--- src/rtl/uart_tx_arbiter.sv ---
// uart_tx_arbiter: round-robin sharing of one UART transmit data channel
// between NREQ byte-stream requesters. A grant is held for a whole packet
// (or MAXBURST bytes), then the block drains the shifter before re-arbitrating
// and keeps the transmitter enabled only while a burst is in progress.
module uart_tx_arbiter #(
    parameter int NREQ     = 4,
    parameter int DW       = 8,
    parameter int MAXBURST = 4
) (
    input  logic                    ck,
    input  logic                    rst,
    input  logic                    enable,
    input  logic [NREQ-1:0]         reqValid,
    input  logic [NREQ*DW-1:0]      reqData,
    input  logic [NREQ-1:0]         reqLast,
    output logic [NREQ-1:0]         reqRead,
    output logic [DW-1:0]           txData,
    output logic                    txDataReady,
    input  logic                    txDataRead,
    input  logic                    eventReadyTx,
    output logic                    uartTxEnable,
    output logic [$clog2(NREQ)-1:0] grantId,
    output logic                    busy
);

    localparam int GW = $clog2(NREQ);
    localparam int CW = $clog2(MAXBURST + 1);
    localparam logic [CW-1:0] BURST_MAX = CW'(MAXBURST);
    localparam logic [GW-1:0] LAST_ID   = GW'(NREQ - 1);

    typedef enum logic [1:0] {
        IDLE  = 2'd0,
        SEND  = 2'd1,
        DRAIN = 2'd2
    } state_t;

    state_t          state_q;
    logic [GW-1:0]   grant_q;
    logic [CW-1:0]   burst_q;
    logic [CW-1:0]   outst_q;
    logic [CW-1:0]   outst_d;
    logic            busy_q;
    logic            txen_q;

    logic [DW-1:0]   sel_data;
    logic            sel_valid;
    logic            sel_last;
    logic            accept;
    logic            evt_ok;
    logic [CW-1:0]   burst_inc;
    logic            arb_hit;
    logic [GW-1:0]   arb_id;
    logic [GW-1:0]   arb_idx;

    // Route the granted requester's byte, valid and last flag to the channel.
    always_comb begin
        sel_data  = '0;
        sel_valid = 1'b0;
        sel_last  = 1'b0;
        for (int i = 0; i < NREQ; i++) begin
            if (grant_q == GW'(i)) begin
                sel_data  = reqData[i*DW +: DW];
                sel_valid = reqValid[i];
                sel_last  = reqLast[i];
            end
        end
    end

    assign txDataReady  = (state_q == SEND) && sel_valid;
    assign txData       = (state_q == SEND) ? sel_data : '0;
    assign accept       = txDataReady && txDataRead;
    assign evt_ok       = eventReadyTx && (outst_q != '0);
    assign burst_inc    = burst_q + CW'(1);
    assign uartTxEnable = txen_q;
    assign busy         = busy_q;
    assign grantId      = grant_q;

    // One-hot read strobe back to the granted requester on each accepted byte.
    always_comb begin
        reqRead = '0;
        for (int i = 0; i < NREQ; i++) begin
            reqRead[i] = accept && (grant_q == GW'(i));
        end
    end

    // Rotating priority search starting just after the last granted requester.
    always_comb begin
        arb_hit = 1'b0;
        arb_id  = grant_q;
        arb_idx = grant_q;
        for (int k = 0; k < NREQ; k++) begin
            arb_idx = (arb_idx == LAST_ID) ? '0 : arb_idx + GW'(1);
            if (!arb_hit && reqValid[arb_idx]) begin
                arb_hit = 1'b1;
                arb_id  = arb_idx;
            end
        end
    end

    // Bytes accepted but not yet shifted out; simultaneous accept and
    // completion cancel, completions with nothing pending are dropped.
    always_comb begin
        outst_d = outst_q;
        if (accept && !evt_ok) begin
            if (outst_q != BURST_MAX) begin
                outst_d = outst_q + CW'(1);
            end
        end else if (evt_ok && !accept) begin
            outst_d = outst_q - CW'(1);
        end
    end

    // Grant/burst/drain sequencing with registered busy and transmitter enable.
    always_ff @(posedge ck) begin
        if (rst) begin
            state_q <= IDLE;
            grant_q <= LAST_ID;
            burst_q <= '0;
            outst_q <= '0;
            busy_q  <= 1'b0;
            txen_q  <= 1'b0;
        end else begin
            outst_q <= outst_d;
            case (state_q)
                IDLE: begin
                    if (enable && arb_hit) begin
                        grant_q <= arb_id;
                        burst_q <= '0;
                        state_q <= SEND;
                        busy_q  <= 1'b1;
                        txen_q  <= 1'b1;
                    end
                end
                SEND: begin
                    if (accept) begin
                        burst_q <= burst_inc;
                        if (sel_last || (burst_inc == BURST_MAX)) begin
                            state_q <= DRAIN;
                        end
                    end
                end
                DRAIN: begin
                    if (outst_d == '0) begin
                        state_q <= IDLE;
                        busy_q  <= 1'b0;
                        txen_q  <= 1'b0;
                    end
                end
                default: begin
                    state_q <= IDLE;
                    busy_q  <= 1'b0;
                    txen_q  <= 1'b0;
                end
            endcase
        end
    end

endmodule

--- config.mk ---
export PLATFORM = sky130hd
export DESIGN_NAME = uart_tx_arbiter
export DESIGN_NICKNAME = d
export VERILOG_FILES = /design/src/rtl/uart_tx_arbiter.sv
export SDC_FILE = /design/constraint.sdc
export NUM_CORES = 1
export LEC_CHECK = 0
export BUFFER_PORTS_ARGS = -buffer_cell sky130_fd_sc_hd__buf_4
export CORE_MARGIN = 2
export CORE_UTILIZATION = 50
export CTS_CLUSTER_DIAMETER = 100
export DETAILED_ROUTE_END_ITERATION = 10
export PLACE_DENSITY = 0.85
export REMOVE_ABC_BUFFERS = 1
export SLEW_MARGIN = 40
export SYNTH_ARGS = -nofsm -noshare
export SYNTH_HDL_FRONTEND = slang
export SYNTH_SLANG_ARGS = --single-unit
--- constraint.sdc ---
create_clock -name ck -period 3.7 [get_ports ck]
set_input_delay 0.185 -clock ck [delete_from_list [all_inputs] [get_ports ck]]
set_output_delay 0.185 -clock ck [all_outputs]
set_load 0.05 [all_outputs]
# Yosys cells after proc, flatten, opt, wreduce, memory -nomap -nowiden
# Index checks and enable logic that the tools add are counted.
# word_totals
reg_bits	11
elab_cells	107
# classes
add_sub_neg	7
order_cmp	4
eq_ne	14
mux	47
n_bitwise	1
reduce_logical	29
# ops
operator	count
$mux 8	5
$mux 2	12
$mux 1	18
$mux 3	5
$logic_and 1x1->1	13
$eq 2x2->1 const B	6
$lt 2x3->1 const B	4
$reduce_and 3->1	3
$add 2x1->2 const B	4
$bmux 1 s2	4
$add 3x1->3 const B	2
$ne 2x2->1 const B	3
$pmux 2 s3	1
$pmux 3 s2	1
$logic_not 1->1	5
$eq 2x1->1 const B	2
$logic_not 2->1	2
$reduce_and 4->1	1
$reduce_bool 4->1	1
$eq 3x3->1 const B	1
$logic_not 3->1	1
$ne 3x3->1 const B	1
$pmux 1 s3	1
$reduce_bool 3->1	1
5 further kinds	5

# Depth between registers and ports, before layout
# depth
depth_word	17
mapped_depth	11
mapped_depth_nobuf	8

# Least setup slack after synthesis
# OpenSTA, ideal clock, no wires.
# synth_path
path_kind	reg-to-output
startpoint	reg grant_q[0] (netlist: grantId[0])
endpoint	out txData[5]
t_arrival_ns	2.584
required_time_ns	3.515
path_slack_ns	0.931
path_stages_with_launch	11
path_cell_list	dfxtp_1 > buf_2 > inv_1 > ha_1 > clkbuf_1 > clkbuf_1 > a21oi_1 > a21oi_1 > nor2_1 > a21oi_1 > nor2_1
# synth_between
elab_chain_len	6
word_cells_on_any_way	9
# synth_lines
item	line	rtl
start, declared	38	logic [GW-1:0] grant_q;
start signal, assigned	127	grant_q <= arb_id;
$logic_not 2->1	61	if (grant_q == GW'(i)) begin
$mux 8 (3 in series)	61	
$mux 8 *	61	
$mux 8 *	70	assign txData = (state_q == SEND) ? sel_data : '0;
end, declared	17	output logic [DW-1:0] txData,
# Mark *: on every way between the ends. The rest lies on a longest branch, timed or not.

# Final worst setup path
# layout_path
startpoint	reg grant_q[0] (netlist: grantId[0])
endpoint	out reqRead[0]
# layout_between
elab_chain_len	8
word_cells_on_any_way	11
# layout_lines
item	line	rtl
$logic_not 2->1	61, 82	
$mux 1 (4 in series)	61	
$logic_and 1x1->1	69	assign txDataReady = (state_q == SEND) && sel_valid;
$logic_and 1x1->1	71	assign accept = txDataReady && txDataRead;
$logic_and 1x1->1 *	82	reqRead[i] = accept && (grant_q == GW'(i));
end, declared	16	output logic [NREQ-1:0] reqRead,
# Marked as above.

==> results by stage <==
Status:
- The flow ran to the end, and the final reports show no timing, DRC or antenna violations.

Place:
- The final estimated routing congestion in global placement is 0.884.
- The HPWL after detailed placement is 2.68 mm.
- The pre-CTS setup slack is 797 ps.
- The number of input and output port buffers inserted is 61.

Clock tree:
- TritonCTS built the clock tree.
- The number of post-CTS setup repair buffers is 0.
- The clock root buffer is clkbuf_4.
- The number of hold buffers added after CTS was 0.
- The clock sink count is 11.
- The buffer levels on the longest clock path is 2.
- CTS built an H-tree with a depth of 1.
- Clock-pin slew was measured on the worst setup and hold paths at 70 ps.
- Clock tree synthesis inserted a total of 3 buffers.
- The later pin in the worst-skew pair is clocked with a latency of 260 ps.
- The number of instances resized during post-cts repair is 0.

Timing:
- The number of pins with negative max-slew slack in the final report is 0.
- The transition time of the tightest slew-check pin is 617 ps.
- Hold timing on the final database bottoms out at a slack of 195 ps.
- The final hold violation count is 0.
- The worst path needs 2960 ps of the cycle, external delays included.
- The least setup slack across all paths after layout is 739 ps.
- The final total negative setup slack is 0 ps.
- Headroom to the max-slew limit came out at 58.9%.
- The part of the cycle the worst path needs is 80.0%.
- The highest attainable clock frequency is 338 MHz.
- The final worst clock skew is 1.13 ps.
- The final setup violation count is 0.
- Setup repair after global routing left no endpoint under its margin.

Detailed routing:
- Once detail routing completed, the nets flagged for antenna violations numbered 0.
- In the final routed layout, each cell accounts on average for 12.9 µm.
- The wire length on met2 is 1.62 mm.
- Detailed routing inserted a total of 1530 vias.
- After detailed routing, no signal wire sits above met4.
- After detailed routing, the total wire length is 3.52 mm.
- Wire segments on met3 add up to 332 µm in the final route.
- The post-detailed-route DRC marker count is 0.
- The first detailed-routing pass took 4 iterations.
- The violation count after the first detailed-routing iteration is 30.
- After detailed routing, the number of vias per cell comes to 5.63.
- After detailed routing, the wire length on met1 is 1.55 mm.

Cells and area:
- The repair_antennas step left the layout with diodes totalling 0.
- The total of fill cells in the finished design is 207.
- The net count of the finished layout is 297.
- Once layout is complete, the utilization of the core stands at 72.2%.
- Compared with the post-synthesis result, the final layout area differs by 36.6%.
- The post-route netlist has 30.6% of its cells at a drive strength greater than 1.

Critical path:
- The largest single stage delay on the critical path is 630 ps.
- STA classifies the critical path startpoint as a flip-flop.
- For the worst setup path, the data required time is 3510 ps.
- The worst setup path is captured at an output pin.
- The critical path data arrival time is 2780 ps.
- The top fanout value on the critical path is 21.
- The critical path goes through inv_1 -> ha_1 -> nor3b_1 -> nor3_2 -> and3_1 -> and2_1 -> buf_4.
- The type of the setup path with the least slack is flip-flop to output pin.
- The standard cell with the maximum stage delay on the critical path is dfxtp_1.

Floorplan:
- 62 I/O pins were placed.
- The y dimension of the die is 55.2 µm.
- The full die area is 3040 µm².
- The initial core utilization is 52.8%.
- The area of the placeable core is 2480 µm².
- The standard-cell row count is 18.
- Measured along the x axis, the die boundary spans 55.2 µm.

Global route:
- The wire length of the first global-routing pass is 5.32 mm.
- The sum of overflow across all layers after global routing is 0.
- The pin count of the biggest net entering global routing is 22.
- The number of global-route vias before repair came to 1293.
- The initial antenna violation count came to 0.
- Across every metal layer, demand over resource in global routing totals 23.8%.

Logic synthesis:
- The proportion of synthesized flip-flops having asynchronous set or reset is 0%.
- The post-synthesis instance area is 1310 µm².
- The portion of the post-synthesis area used by sequential elements is 16.8%.
- Counting every instance in the synthesized netlist gives 187.
- The average instance in the mapped netlist occupies 7.00 µm².
- The count of flip-flops with a built-in enable after synthesis is 0.
- After synthesis the netlist holds a flip-flop and latch count of 11.
- The warning count from the yosys run is 0.
- Yosys mapped the design onto 43 distinct sky130hd cell types.
- The most used flip-flop cell after synthesis is dfxtp_1.

Pwr:
- The static leakage is 0.805 nW.
- The worst-case IR drop observed on VDD is 0.000375 V.
- The power density normalized to cell area is 414 nW/µm².

Run:
- The number of maximum-capacitance violations is 0.

Worst hold path:
- The path class of the lowest-slack min-delay path is primary input to flip-flop.
[cell usage in the layout (no fill, tap or decap), types with 3 or more instances in the layout]
master | Yosys | final
inv_1 | 10 | 10
a221oi_1 | 3 | 3
clkbuf_4 | 0 | 3
buf_4 | 1 | 63
nor2_1 | 30 | 30
and3_1 | 4 | 4
nor2b_1 | 7 | 7
nor3_1 | 6 | 6
nand3b_1 | 8 | 8
ha_1 | 9 | 9
a2111oi_0 | 3 | 3
a21oi_1 | 33 | 33
mux2i_1 | 3 | 3
dfxtp_1 | 11 | 11
nand2_1 | 10 | 10
o21ai_0 | 4 | 4
[through the flow]
step                power, mW  area [µm²]  std cells
floorplan               0.518        1250        175
global placement        0.651        1760        268
detailed placement      0.657        1760        268
CTS                     0.744        1790        272
global route            0.802        1790        272
finish                  0.741        1790        272
[flip-flops by register name, summed over array words and instances (netlist names)]
signal and flops:
burst_q 3, grantId 2, outst_q 3, state_q 2
uartTxEnable 1
[where the power goes]
| part | switching (mW) | internal [mW] |
|---|---|---|
| sequential | 0.0302 | 0.141 |
| clock | 0.0383 | 0.0417 |
| combinational | 0.287 | 0.202 |
| total | 0.356 | 0.385 |
[cell families after synthesis]
logic type,count (synthesis),synth area share [%]
AOI/OAI and AO/OA,54,25.2
xor gates and xnor gates,2,1.34
adders and majority gates,11,10.1
buffers and inverters,22,7.27
DFF,11,16.8
muxes,6,6.60
and+or+nand+nor,81,32.6
[worst paths after layout]
kind	cells after the start	slack [ps]	endpoint	startpoint
setup / recovery	7	740	reqRead[0]	grantId[0]
hold / removal	2	190	burst_q[2]	rst
setup reg to reg	8	770	uartTxEnable	grantId[0]
hold reg to reg	2	510	burst_q[2]	burst_q[2]
[Yosys cell counts, types with 2 or more instances]
master	instances	area (µm²)
o21ai_0	4	20.0
nand3_1	2	10.0
nor4_1	2	12.5
or2_2	2	12.5
o41ai_1	2	17.5
nor3b_1	2	15.0
mux4_2	2	45.0
nor2b_1	7	43.8
mux2i_1	3	30.0
nor2_1	30	113
nor3_1	6	30.0
nand3b_1	8	60.1
clkbuf_1	9	33.8
a2111oi_0	3	26.3
a221oi_1	3	26.3
inv_1	10	37.5
a21oi_1	33	165
nand2_1	10	37.5
maj3_1	2	20.0
and2_1	2	12.5
ha_1	9	113
a31oi_1	2	12.5
and3_1	4	25.0
dfxtp_1	11	220
[cell type report]
type | instances | area, µm² | area share, %
clock buffer | 4 | 26.3 | 1.47
tap | 30 | 37.5 | 2.10
multi-input combinational | 154 | 993 | 55.6
timing repair buffer | 63 | 473 | 26.5
sequential | 11 | 220 | 12.3
inverter | 10 | 37.5 | 2.10
[metal layers]
metal / vias to the layer above / track usage, %
met5: - / 0
li1: 782 / -
met3: 2 / 3.23
met4: 0 / 6.91
met2: 54 / 44.0
met1: 692 / 28.2
[worst max-delay path: cells and delay by family (launching register included)]
family        cells  cell delay [ps]
flops             1              630
simple gates      4             1110
fa+ha+maj         1              440
buf+inv           2              330
No activity file was read; power rests on OpenSTA's default activity.
